## config.mk

```make
export PLATFORM = sky130hd
export DESIGN_NAME = lc3_decode
export DESIGN_NICKNAME = d
export VERILOG_FILES = /design/src/rtl/lc3_decode.sv
export SDC_FILE = /design/constraint.sdc
export NUM_CORES = 1
export LEC_CHECK = 0
export ABC_AREA = 0
export BUFFER_PORTS_ARGS = -buffer_cell sky130_fd_sc_hd__buf_2
export CAP_MARGIN = 5
export CORE_MARGIN = 2
export CORE_UTILIZATION = 40
export DETAILED_ROUTE_END_ITERATION = 8
export MAX_ROUTING_LAYER = met4
export PLACE_DENSITY_LB_ADDON = 0.05
export SKIP_LAST_GASP = 1
export SLEW_MARGIN = 25
export SYNTH_ARGS = -nofsm -noshare
export SYNTH_HDL_FRONTEND = slang
export SYNTH_SLANG_ARGS = --single-unit
```

## constraint.sdc

```tcl
create_clock -name clock -period 1.4 [get_ports clock]
set_input_delay 0.07 -clock clock [delete_from_list [all_inputs] [get_ports clock]]
set_output_delay 0.07 -clock clock [all_outputs]
set_load 0.03 [all_outputs]
```

## src/rtl/lc3_decode.sv

```systemverilog
// LC-3 decode stage: registers IR/npc and derives execute, writeback and memory controls.
// Optional macro DECODE_STATS_EN adds saturating decode_count/illegal_count outputs.
module lc3_decode #(
  parameter int          DATA_W = 16,
  parameter logic [15:0] NOP_IR = 16'h0000
) (
  input  logic              clock,
  input  logic              reset,
  input  logic              enable_decode,
  input  logic              flush,
  input  logic [DATA_W-1:0] dout,
  input  logic [DATA_W-1:0] npc_in,
  output logic [DATA_W-1:0] IR,
  output logic [DATA_W-1:0] npc_out,
  output logic [5:0]        E_Control,
  output logic [1:0]        W_Control,
  output logic              Mem_Control,
  output logic              decode_valid,
  output logic              illegal_op
`ifdef DECODE_STATS_EN
  ,
  output logic [15:0]       decode_count,
  output logic [15:0]       illegal_count
`endif
);

  typedef enum logic [3:0] {
    OP_BR  = 4'b0000, OP_ADD = 4'b0001, OP_LD  = 4'b0010, OP_ST  = 4'b0011,
    OP_JSR = 4'b0100, OP_AND = 4'b0101, OP_LDR = 4'b0110, OP_STR = 4'b0111,
    OP_RTI = 4'b1000, OP_NOT = 4'b1001, OP_LDI = 4'b1010, OP_STI = 4'b1011,
    OP_JMP = 4'b1100, OP_RES = 4'b1101, OP_LEA = 4'b1110, OP_TRP = 4'b1111
  } opcode_e;

  typedef struct packed {
    logic [5:0] e_ctl;
    logic [1:0] w_ctl;
    logic       mem_ctl;
    logic       illegal;
  } ctl_t;

  localparam logic [1:0] W_ALU = 2'b00;
  localparam logic [1:0] W_PC  = 2'b01;
  localparam logic [1:0] W_MEM = 2'b10;

  opcode_e     opcode;
  ctl_t        dec;
  logic [15:0] ir_d, ir_q, npc_d, npc_q;
  ctl_t        ctl_d, ctl_q;
  logic        valid_d, valid_q;

  assign opcode = opcode_e'(dout[15:12]);

  // NOTE: every always_comb output gets a default first so no path leaves it unassigned (no latch).
  always_comb begin
    dec = '0;
    unique case (opcode)
      OP_ADD: dec.e_ctl = {2'b00, 2'b00, 1'b0, ~dout[5]};
      OP_AND: dec.e_ctl = {2'b01, 2'b00, 1'b0, ~dout[5]};
      OP_NOT: dec.e_ctl = 6'b100000;
      OP_BR:  dec.e_ctl = 6'b000110;
      OP_JMP: dec.e_ctl = 6'b001100;
      OP_LD:  begin dec.e_ctl = 6'b000110; dec.w_ctl = W_MEM; end
      OP_LDR: begin dec.e_ctl = 6'b001000; dec.w_ctl = W_MEM; end
      OP_LDI: begin dec.e_ctl = 6'b000110; dec.w_ctl = W_MEM; dec.mem_ctl = 1'b1; end
      OP_LEA: begin dec.e_ctl = 6'b000110; dec.w_ctl = W_PC; end
      OP_ST:  dec.e_ctl = 6'b000110;
      OP_STR: dec.e_ctl = 6'b001000;
      OP_STI: begin dec.e_ctl = 6'b000110; dec.mem_ctl = 1'b1; end
      OP_JSR, OP_RTI, OP_RES, OP_TRP: dec.illegal = 1'b1;
      default: dec = '0;
    endcase
  end

  // Priority: flush squashes to a never-taken BR, otherwise capture, otherwise hold.
  always_comb begin
    ir_d    = ir_q;
    npc_d   = npc_q;
    ctl_d   = ctl_q;
    valid_d = valid_q;
    if (flush) begin
      ir_d    = NOP_IR;
      npc_d   = npc_in;
      ctl_d   = '0;
      valid_d = 1'b0;
    end else if (enable_decode) begin
      ir_d    = dout;
      npc_d   = npc_in;
      ctl_d   = dec;
      valid_d = 1'b1;
    end
  end

  // NOTE: sequential state uses non-blocking assignments so every flop samples pre-edge values.
  always_ff @(posedge clock or posedge reset) begin
    if (reset) begin
      ir_q    <= '0;
      npc_q   <= '0;
      ctl_q   <= '0;
      valid_q <= 1'b0;
    end else begin
      ir_q    <= ir_d;
      npc_q   <= npc_d;
      ctl_q   <= ctl_d;
      valid_q <= valid_d;
    end
  end

  assign IR           = ir_q;
  assign npc_out      = npc_q;
  assign E_Control    = ctl_q.e_ctl;
  assign W_Control    = ctl_q.w_ctl;
  assign Mem_Control  = ctl_q.mem_ctl;
  assign decode_valid = valid_q;
  assign illegal_op   = ctl_q.illegal;

`ifdef DECODE_STATS_EN
  logic [15:0] decode_count_d, decode_count_q;
  logic [15:0] illegal_count_d, illegal_count_q;
  logic        capture;

  assign capture = enable_decode & ~flush;

  // Counters saturate rather than wrap.
  always_comb begin
    decode_count_d  = decode_count_q;
    illegal_count_d = illegal_count_q;
    if (capture) begin
      if (decode_count_q != 16'hFFFF) decode_count_d = decode_count_q + 16'd1;
      if (dec.illegal && illegal_count_q != 16'hFFFF)
        illegal_count_d = illegal_count_q + 16'd1;
    end
  end

  always_ff @(posedge clock or posedge reset) begin
    if (reset) begin
      decode_count_q  <= '0;
      illegal_count_q <= '0;
    end else begin
      decode_count_q  <= decode_count_d;
      illegal_count_q <= illegal_count_d;
    end
  end

  assign decode_count  = decode_count_q;
  assign illegal_count = illegal_count_q;
`endif

endmodule
```

# Word level (Yosys, flattened, before mapping)
# Index checks and enable logic that the tools add are counted.
[word_totals]
latch_bits = 0
output_inout_bits = 43
rom_bits = 0
mem_count = 0
word_cells = 42
ramBits = 0
register_bits = 43
[classes]
eq_ne = 15
n_addsub = 0
n_reduce_logical = 7
n_lt_le_gt_ge = 0
shifts = 0
multipliers = 0
div = 0
muxes = 12
bitwise = 1
[op_table]
columns = ["cell", "n"]
rows = [
  ["$mux W16", 4],
  ["$pmux W6 S6", 1],
  ["$eq A4 B4 Y1 const B", 8],
  ["$mux W10", 2],
  ["$eq A4 B3 Y1 const B", 4],
  ["$eq A4 B2 Y1 const B", 2],
  ["$reduce_or A6 Y1", 1],
  ["$eq A4 B1 Y1 const B", 1],
  ["$logic_not A4 Y1", 1],
  ["$mux W1", 4],
  ["$pmux W2 S2", 1],
  ["$reduce_or A2 Y1", 2],
  ["$reduce_or A4 Y1", 1],
  ["$reduce_or A3 Y1", 1],
  ["$reduce_bool A2 Y1", 1],
  ["$not A1 Y1", 1],
]

# Longest topological paths before layout
[depth]
word_depth = 5
mapped_depth = 5

# Worst setup path before layout
# Ideal clock, no wire load.
[synth_path]
path_type = "reg2reg"
from = "reg E_Control[2] (netlist name)"
to = "reg ctl_q (netlist bit E_Control[2])"
required_ps = 1266
setup_time_ps = 134
arrival_ps = 851
setup_slack_ps = 416
path_stages_with_launch = 4
cell_sequence = "dfrtp_1 -> nor2b_1 -> a41oi_1 -> o21ai_0"
[synth_lines]
columns = ["element", "line_no", "source"]
rows = [
  ["to (signal assigned)", "103", "ctl_q <= ctl_d;"],
  ["to (decl)", "48", "ctl_t ctl_d, ctl_q;"],
]

# Worst setup path after layout
[layout_path]
from = "reg valid_q, in the netlist decode_valid"
to = "out decode_valid"
[layout_lines]
columns = ["element", "line_no", "source"]
rows = [
  ["from (decl)", "49", "logic valid_d, valid_q;"],
  ["from (signal assigned)", "104", "valid_q <= valid_d;"],
  ["to (decl)", "18", "output logic decode_valid,"],
]
# No word-level cell between the ends.

==> results.toml <==
[final_layout]
area_growth_pct = 27.7
mostFrequentLayoutCells = "buf_2, dfrtp_1, nor2_1"
nets = 264
final_common_cell = "buf_2"
fin_area_mm2 = 0.00244
drive_gt1_share_pct = 47.2
n_antenna_cell = 0

[sta]
period_share_pct = 66.3
max_freq_ghz = 1.08
setup_viol = 0
skew_ns = 0
maxSlewHeadroom_pct = 68.2
drv_slew = 0
rsz0062_at_grt = "no"
tns_ns = 0
worst_slew_pin_slew_ns = 0.477
min_period_ns = 0.928
hold_viol = 0

[clocking]
cts_root_buf = "clkbuf_8"
cts_tree = "done"
cts_resized = 0
cts_buffer_depth = 2
worstSkewPairLatency_ns = 0.28
cts_max_level = 2
numCtsBuffers = 5
cts.clk_slew.worst_paths_ns = 0.08
cts_sinks = 43

[global_routing]
grt_use_total_pct = 16.4
use_met2_pct = 23.1
top_usage_layer = "met2"
grt_antenna_before_repair = 0
grt_max_degree = 24
grt_util_met1_pct = 22.0
met3_usage_pct = 5.52
grt_pass1_wl_um = 6440
overflow = 0
grt_pass1_vias = 1337

[drt]
drt_iter0_drc = 55
wirelength_um = 4030
vias = 1387
wl_per_cell_um = 14.2
drt-pass1-iter-count = 3
drc = 0
ant_nets = 0
vias_per_cell = 4.90

[logic_synthesis]
async_flop_share_pct = 100
synth_edf_count = 0
netlist_instances = 145
yosys.area.top_type_share_pct = 56.4
synth_warnings = 0
yosys-top-cells-area = "dfrtp_1, mux2i_1, mux2_4"
syn-cell-area_mm2 = 0.00191
ys_seq_area_share_pct = 56.4
synth_flop_cell = "dfrtp_1"
yosysTopAreaCell = "dfrtp_1"
synth_seq_cells = 43
synth_nets = 181
avgSynthCellArea_um2 = 13.2
ys_types = 29

[worst_setup_path]
crit_slowest_cell = "dfrtp_1"
start_kind = "flip-flop"
crit_path_max_incr_delay_ns = 0.39
rr_endpoint = "E_Control[2]"
path_max_fanout = 2
rr_worst_depth = 3
startpoint = "decode_valid"
path_depth = 1
cp.arrival_ns = 0.86
reg2reg_from = "E_Control[2]"
critPathKind = "flip-flop to primary output"
r2r_setup_slack_ns = 0.49
path_buf_inv = 1
path_cells = "buf_2"
end_kind = "primary output"
path_delay_family = "flip-flops"
crit_end = "decode_valid"
crit_required_ns = 1.33

[power]
switching_share_pct = 28.9
ir_worst_vdd_mv = 0.502
seqPwrFrac_pct = 51.5
powerDensity_mw_per_mm2 = 1080
p_sw_mw = 0.763
combinationalPowerShare_pct = 20.4
leakage_nw = 1.29
p_int_mw = 1.87
p_clk_share_pct = 28.1

[floorplanning]
dieArea_mm2 = 0.00534
core_mm2 = 0.00466
die_h_um = 73.1
die_x_um = 73.1
start_util_pct = 40.9
num_io_pins = 79
placementRows = 25

[place]
port_buffers = 78
hpwl_um = 2930
gp_congestion = 0.681
detailed_place.area_mm2 = 0.00230

[flow_run]
maxCapViolCount = 0

[hold_path]
hold_class = "primary input to flip-flop"

[outcome]
status = "complete, no violations"
[worst min path at each step]
stage	slack, ns	cells after the start	startpoint	endpoint
3_3_place_gp	0.11	2	reset	npc_out[13]
2_1_floorplan	0.22	1	npc_in[0]	npc_out[0]
4_1_cts	0.0001	2	npc_in[7]	npc_out[7]
5_1_grt	0.002	2	npc_in[8]	npc_out[8]
3_5_place_dp	0.12	2	reset	npc_out[13]
6_report	0.01	2	npc_in[8]	npc_out[8]
[flip-flops by register name, indices dropped and copies added, names as in the netlist]
register,flops
IR,16
W_Control,2
decode_valid,1
illegal_op,1
E_Control,6
Mem_Control,1
npc_out,16
[Yosys cell counts (2+ instances only)]
cell type  count
dfrtp_1       43
clkbuf_1       2
buf_6          6
mux2i_1       17
buf_4          3
nand2_1        4
nand2b_1       4
o21ai_0        3
mux2_4         7
mux2_2         9
a22o_1         2
a21oi_1        4
nor2b_1        4
nand3_1        2
inv_1          2
nor2_1        20
[worst register-to-register path, stage by stage (launching register included)]
cell	delay, ns
dfrtp_1	0.39
nor2b_1	0.13
a41oi_1	0.17
o21ai_0	0.10
[power groups by stage]
stage          combinational (mW)  sequential [mW]  clock (mW)
3_3_place_gp                0.523             1.38           0
2_1_floorplan               0.220             1.54           0
6_report                    0.539             1.36       0.740
3_5_place_dp                0.535             1.38           0
5_1_grt                     0.583             1.37       0.815
4_1_cts                     0.544             1.36       0.773
[per-layer routing]
| metal | vias to the layer above | routed length (µm) | share of wire, % |
|---|---|---|---|
| met5 | - | 0 | 0 |
| met4 | 0 | 57 | 1.4 |
| met3 | 5 | 294 | 7.3 |
| met2 | 45 | 1870 | 46 |
| met1 | 678 | 1810 | 45 |
| li1 | 659 | - | - |
[final cells by class]
type,instances,area [µm²]
tap,54,67.6
sequential,43,1080
timing repair buffer,88,493
clock inverter,1,5.00
fill,424,2220
clock buffer,7,76.3
multi-input combinational,88,712
inverter,2,7.51
[metrics by stage]
| step | setup WS, ns | instances | total power [mW] | hold slack, ns | utilization, % |
|---|---|---|---|---|---|
| 2_1_floorplan | 0.327 | 145 | 1.76 | 0.219 | - |
| 3_3_place_gp | 0.354 | 269 | 1.90 | 0.114 | 49.3 |
| 3_5_place_dp | 0.313 | 269 | 1.92 | 0.123 | 49.3 |
| 4_1_cts | 0.452 | 281 | 2.67 | 0.000113 | 51.9 |
| 5_1_grt | 0.427 | 283 | 2.77 | 0.00195 | 52.3 |
| 6_report | 0.472 | 283 | 2.64 | 0.0135 | 52.3 |
[cell families after synthesis]
kind of cell	Yosys count	synth area share (%)
AOI/OAI and AO/OA	15	5.57
muxes	33	19.7
buffers and inverters	14	6.29
and+or+nand+nor	40	12.0
DFF	43	56.4
[timing repair]
action                                 in CTS  in global routing
buffers inserted                            0                  0
hold buffers                                4                  2
endpoints found under the hold margin      24                  2
Note: power is estimated with default switching activity, not from simulation.
